`config.mk`:
```
export PLATFORM = sky130hd
export DESIGN_NAME = mem_arbiter
export DESIGN_NICKNAME = d
export VERILOG_FILES = /design/src/rtl/mem_arbiter.sv
export SDC_FILE = /design/constraint.sdc
export NUM_CORES = 1
export LEC_CHECK = 0
export ABC_AREA = 1
export CORE_AREA = 8 8 227 229
export DETAILED_ROUTE_END_ITERATION = 10
export DIE_AREA = 0 0 235 237
export DONT_BUFFER_PORTS = 1
export PLACE_DENSITY = 0.37
export SKIP_CTS_REPAIR_TIMING = 1
export SLEW_MARGIN = 20
export SYNTH_ARGS = -nofsm -noshare
export SYNTH_HDL_FRONTEND = slang
export SYNTH_SLANG_ARGS = --single-unit
```
`constraint.sdc`:
```
create_clock -name clk -period 3.8 [get_ports clk]
set_input_delay 0.76 -clock clk [delete_from_list [all_inputs] [get_ports clk]]
set_output_delay 0.76 -clock clk [all_outputs]
set_load 0.005 [all_outputs]
```
`src/rtl/mem_arbiter.sv`:
```
// Purpose: shares one physical memory port between the IFU (read-only) and the LSU (read/write).
// Latency: the response strobe comes LATENCY+2 cycles after the request handshake; accesses are serialised.
// Backpressure: ready is offered only in IDLE (round-robin on ties); responses cannot be stalled.
module mem_arbiter #(
    parameter int unsigned LATENCY    = 2,
    parameter logic [63:0] RESET_ADDR = 64'h8000_0000
) (
    input  logic        clk,
    input  logic        rst_n,
    input  logic        ifu_req_valid,
    output logic        ifu_req_ready,
    input  logic [63:0] ifu_addr,
    output logic        ifu_resp_valid,
    output logic [63:0] ifu_rdata,
    input  logic        lsu_req_valid,
    output logic        lsu_req_ready,
    input  logic [63:0] lsu_addr,
    input  logic        lsu_wen,
    input  logic [63:0] lsu_wdata,
    input  logic [7:0]  lsu_wmask,
    output logic        lsu_resp_valid,
    output logic [63:0] lsu_rdata,
    output logic [63:0] mem_raddr,
    output logic [63:0] mem_waddr,
    output logic [63:0] mem_wdata,
    output logic [7:0]  mem_wmask,
    output logic        mem_write_en,
    input  logic [63:0] mem_rdata
);

    typedef enum logic [1:0] {
        IDLE  = 2'd0,
        ISSUE = 2'd1,
        WAIT  = 2'd2,
        RESP  = 2'd3
    } state_t;

    state_t      state_q, state_d;
    logic [3:0]  cnt_q, cnt_d;
    logic        last_lsu_q;   // 1 when the most recent grant went to the LSU
    logic        owner_lsu_q;  // owner of the access currently in flight
    logic [63:0] addr_q;
    logic        wen_q;
    logic [63:0] wdata_q;
    logic [7:0]  wmask_q;
    logic [63:0] ifu_rdata_q;
    logic [63:0] lsu_rdata_q;
    logic        grant_ifu;
    logic        grant_lsu;
    logic        capture;      // last cycle before RESP: sample mem_rdata

    // Arbitration, next-state and capture strobe; grants are only offered in IDLE outside reset.
    always_comb begin
        grant_ifu = 1'b0;
        grant_lsu = 1'b0;
        capture   = 1'b0;
        state_d   = state_q;
        cnt_d     = cnt_q;
        case (state_q)
            IDLE: begin
                if (rst_n) begin
                    if (ifu_req_valid && lsu_req_valid) begin
                        grant_lsu = !last_lsu_q;
                        grant_ifu = last_lsu_q;
                    end else begin
                        grant_ifu = ifu_req_valid;
                        grant_lsu = lsu_req_valid;
                    end
                end
                if (grant_ifu || grant_lsu) begin
                    state_d = ISSUE;
                end
            end
            ISSUE: begin
                if (LATENCY == 0) begin
                    capture = 1'b1;
                    state_d = RESP;
                end else begin
                    cnt_d   = 4'(LATENCY);
                    state_d = WAIT;
                end
            end
            WAIT: begin
                cnt_d = cnt_q - 4'd1;
                if (cnt_q == 4'd1) begin
                    capture = 1'b1;
                    state_d = RESP;
                end
            end
            RESP: begin
                state_d = IDLE;
            end
            default: begin
                state_d = IDLE;
            end
        endcase
    end

    // FSM state, wait counter and round-robin history.
    always_ff @(posedge clk) begin
        if (!rst_n) begin
            state_q    <= IDLE;
            cnt_q      <= 4'd0;
            last_lsu_q <= 1'b0;
        end else begin
            state_q <= state_d;
            cnt_q   <= cnt_d;
            if (grant_ifu) begin
                last_lsu_q <= 1'b0;
            end else if (grant_lsu) begin
                last_lsu_q <= 1'b1;
            end
        end
    end

    // Request latch: fields are taken in the handshake cycle and held until the next grant.
    always_ff @(posedge clk) begin
        if (!rst_n) begin
            owner_lsu_q <= 1'b0;
            addr_q      <= RESET_ADDR;
            wen_q       <= 1'b0;
            wdata_q     <= 64'd0;
            wmask_q     <= 8'd0;
        end else if (grant_ifu) begin
            owner_lsu_q <= 1'b0;
            addr_q      <= ifu_addr;
            wen_q       <= 1'b0;
            wdata_q     <= 64'd0;
            wmask_q     <= 8'd0;
        end else if (grant_lsu) begin
            owner_lsu_q <= 1'b1;
            addr_q      <= lsu_addr;
            wen_q       <= lsu_wen;
            wdata_q     <= lsu_wdata;
            wmask_q     <= lsu_wmask;
        end
    end

    // Per-port read data: loaded on entry to RESP and held until that port's next response.
    always_ff @(posedge clk) begin
        if (!rst_n) begin
            ifu_rdata_q <= 64'd0;
            lsu_rdata_q <= 64'd0;
        end else if (capture) begin
            if (owner_lsu_q) begin
                lsu_rdata_q <= wen_q ? 64'd0 : mem_rdata;
            end else begin
                ifu_rdata_q <= mem_rdata;
            end
        end
    end

    assign ifu_req_ready  = grant_ifu;
    assign lsu_req_ready  = grant_lsu;
    assign ifu_resp_valid = (state_q == RESP) && !owner_lsu_q;
    assign lsu_resp_valid = (state_q == RESP) && owner_lsu_q;
    assign ifu_rdata      = ifu_rdata_q;
    assign lsu_rdata      = lsu_rdata_q;

    // Address and write fields come straight from the latch so they hold between accesses;
    // the write strobe exists only in the single ISSUE cycle of a store.
    assign mem_raddr    = addr_q;
    assign mem_waddr    = addr_q;
    assign mem_wdata    = wdata_q;
    assign mem_wmask    = wmask_q;
    assign mem_write_en = (state_q == ISSUE) && wen_q;

endmodule
```
==> impl_metrics.csv <==
group,metric,value,unit
pwr,irDropWorstVdd,0.000264,V
synth,synth_top_cell_area_share,44.6,%
cells_and_area,multi_input_area,4980,um2
critical_path,cp-start-kind,"flip-flop",
cells_and_area,seq_area,5450,um2
placed_design,place.gp.congestion,0.805,
synth,yosys.area_share.simple,30.5,%
worst_hold_path,hp-start,"rst_n",
clock_tree,cts_tree,"yes",
synth,yosysSeqAreaShare,44.6,%
die,core_region_area,48100,um2
cells_and_area,fin_area,13000,um2
pwr,powerDensity,644,nW/um2
job,cap_violations,0,
synth,synth_area_leader_cell,"dfxtp_1",
clock_tree,clk_pin_slew_worst_paths,0.06,ns
placed_design,io_buffers,0,
drt,routed_via_density,4.84,
timing,final_max_slew_viol_count,0,
drt,drt_iter0_markers,714,
placed_design,dp_cells,2137,
timing,timing.final.ws_setup,0.731,ns
clock_tree,cts_buffers,35,
critical_path,endpoint_kind,"output port",
synth,synth_fa_ha_area_share,0.615,%
synth,synth-compound-area-share,9.52,%
timing,period_minus_slack,3.07,ns
synth,syn-num-nets,1974,
grt,grt_usage,16.6,%
die,ioPinCount,602,
critical_path,reg2reg_depth,9,
critical_path,cp.required,3.04,ns
timing,rsz0062_at_grt,"false",
cells_and_area,syn2layout_area_growth,6.77,%
timing,period_share,80.8,%
timing,skew,0.0212,ns
timing,setup_viol,0,
die,placementRows,81,
synth,muxShareOfSynthArea,0,%
cells_and_area,drive_gt1_share,5.29,%
drt,wirelength,48.8,mm
synth,postSynthCellCount,1699,
synth,synth.distinct_cells,26,
critical_path,cp_slowest_cell,"inv_2",
die,die_area,55700,um2
cells_and_area,diodes,0,
grt,grt_max_degree,90,
worst_hold_path,min_path_cells,1,
clock_tree,cts_buffer_depth,3,
synth,synth.avg_cell_area,7.18,um2
timing,fmax,326,MHz
worst_hold_path,min_path_type,"in2reg",
grt,grt_antenna_before_repair,0,
timing,slew_headroom,32.5,%
clock_tree,htree_num_levels,2,
drt,vias,10602,
placed_design,postPlaceCellArea,12000,um2
drt,wl_per_cell,22.2,um
run_status,status,"finished clean",
synth,synth_xor_area_share,0,%
synth,synth_top_family_by_area,"simple AND/OR/NAND/NOR gates",
pwr,p_leak,5.25,nW
critical_path,path_max_fanout,32,
placed_design,hpwl,33.6,mm
grt,overflow,0,
cells_and_area,final_cells,2192,
timing,setup_tns,0,ns
critical_path,cp_data_arrival_time,2.31,ns
drt,dr.pass1.iters,5,
cells_and_area,fin_util,27.1,%
grt,grt_first_pass_wirelength,72.1,mm
clock_tree,clk_latency,0.53,ns
synth,synth_warnings,0,
clock_tree,cts-root-buf,"clkbuf_16",
die,die_h,237,um
drt,remaining_drc_errors,0,
die,die_w,235,um
critical_path,startpoint,"state_q[0]",
die,initial_core_util,25.3,%
critical_path,crit_type,"reg2out",
placed_design,place_ws,1.21,ns
timing,worst-slew-pin-transition,1.01,ns
timing,hold_violations,0,
critical_path,crit_path_cell_trace,"inv_1, ha_1, buf_4, nand3_2, inv_2",
cells_and_area,nets,1827,
critical_path,critical-path-max-stage-delay,0.56,ns
critical_path,reg2reg_from,"state_q[0]",
clock_tree,cts_sinks,272,
cells_and_area,fillers,5369,
drt,ant_nets,0,
synth,synth_area_leaders,"dfxtp_1 45%, nand2_1 12%, a21oi_1 8.5%",
synth,syn_area,12200,um2
synth,ys_ff_latch,272,
grt,grt_pass1_vias,10411,
==> sequential cells by signal, indices dropped and copies added, names as in the netlist <==
register	count
mem_wdata	64
cnt_q	4
wen_q	1
owner_lsu_q	1
ifu_rdata	64
lsu_rdata	64
mem_raddr	64
state_q	2
mem_wmask	8
==> synthesized netlist by cell type <==
library cell  number
a21oi_1          207
and3_1             1
buf_1              8
buf_2             61
buf_4             74
buf_6              8
clkbuf_1          53
clkinv_2           1
dfxtp_1          272
ha_1               6
inv_1            158
inv_2              4
inv_4              1
nand2_1          397
nand2_2            2
nand3_1           44
nand3_2            3
nand3_4            1
nand3b_1          42
nand4_1          150
nor2_1           176
nor2_2             1
nor3_1             2
o21ai_0           25
or2_0              1
or2_1              1
==> routing by layer <==
layer  up-vias  global-route usage, %  share of wire (%)
li1       5134                      -                  -
met1      4946                   19.4                 40
met2       448                   26.7                 47
met3        74                   7.48                 11
met4         0                   5.65                2.8
met5         -                      0                  0
==> worst max-delay path: cells and delay by family, from the launching register on <==
family | cells | cell delay, ns
simple gates | 1 | 0.28
fa+ha+maj | 1 | 0.17
flops | 1 | 0.33
buf+inv | 3 | 0.98
==> cell families (layout without fill, tap and decap cells) <==
logic type,after synthesis,in the layout
buffers and inverters,368,239
AOI/OAI and AO/OA,232,232
DFF,272,272
and+or+nand+nor,821,821
adders and majority gates,6,6
==> area by class of cell <==
class,count,area share [%]
clock buffers,50,7.54
clock inverters,5,0.442
inverters,164,4.77
multi-input cells,1059,38.2
flip-flops and latches,272,41.8
well taps,622,5.97
repair buffers,20,1.25
==> per-stage QoR <==
stage	hold slack [ns]	power, W
after global routing	0.287	0.00892
after detailed placement	0.479	0.00538
after global placement	0.474	0.00538
after CTS	0.257	0.00858
final	0.313	0.00839
after floorplan	0.456	0.00507
==> cells in the final DEF (no fill, tap or decap) <==
cell type / netlist / routed
nand2_1: 397 / 396
clkbuf_1: 53 / 10
nand3_2: 3 / 3
inv_2: 4 / 4
or2_1: 1 / 1
nand4_1: 150 / 150
buf_12: 0 / 1
nand3_4: 1 / 1
clkbuf_8: 0 / 5
dfxtp_1: 272 / 270
and3_1: 1 / 1
bufinv_16: 0 / 1
inv_4: 1 / 2
clkbuf_16: 0 / 35
nand3_1: 44 / 44
inv_1: 158 / 157
inv_6: 0 / 1
a21oi_1: 207 / 207
ha_1: 6 / 5
ha_4: 0 / 1
nand2_2: 2 / 3
or2_0: 1 / 1
clkinv_4: 0 / 1
nand3b_1: 42 / 42
nor2_4: 0 / 1
nor3_1: 2 / 2
dfxtp_2: 0 / 2
o21ai_0: 25 / 25
buf_4: 74 / 19
clkinv_2: 1 / 3
nor2_1: 176 / 176
==> path summary, 6_finish.rpt <==
path / to / slack [ns]
setup / recovery: ifu_req_ready / 0.73
hold / removal: mem_raddr[31] / 0.31
setup reg to reg: mem_raddr[56] / 1.18
hold reg to reg: ifu_rdata[38] / 0.48
==> report_power, final <==
part / internal (W) / switching [W] / total (W) / leakage, nW
logic: 0.000461 / 0.00129 / 0.00175 / 2.53
clock network: 0.00185 / 0.00126 / 0.00311 / 0.510
registers: 0.00316 / 0.000379 / 0.00353 / 2.21
(Power assumes the default switching activity.)
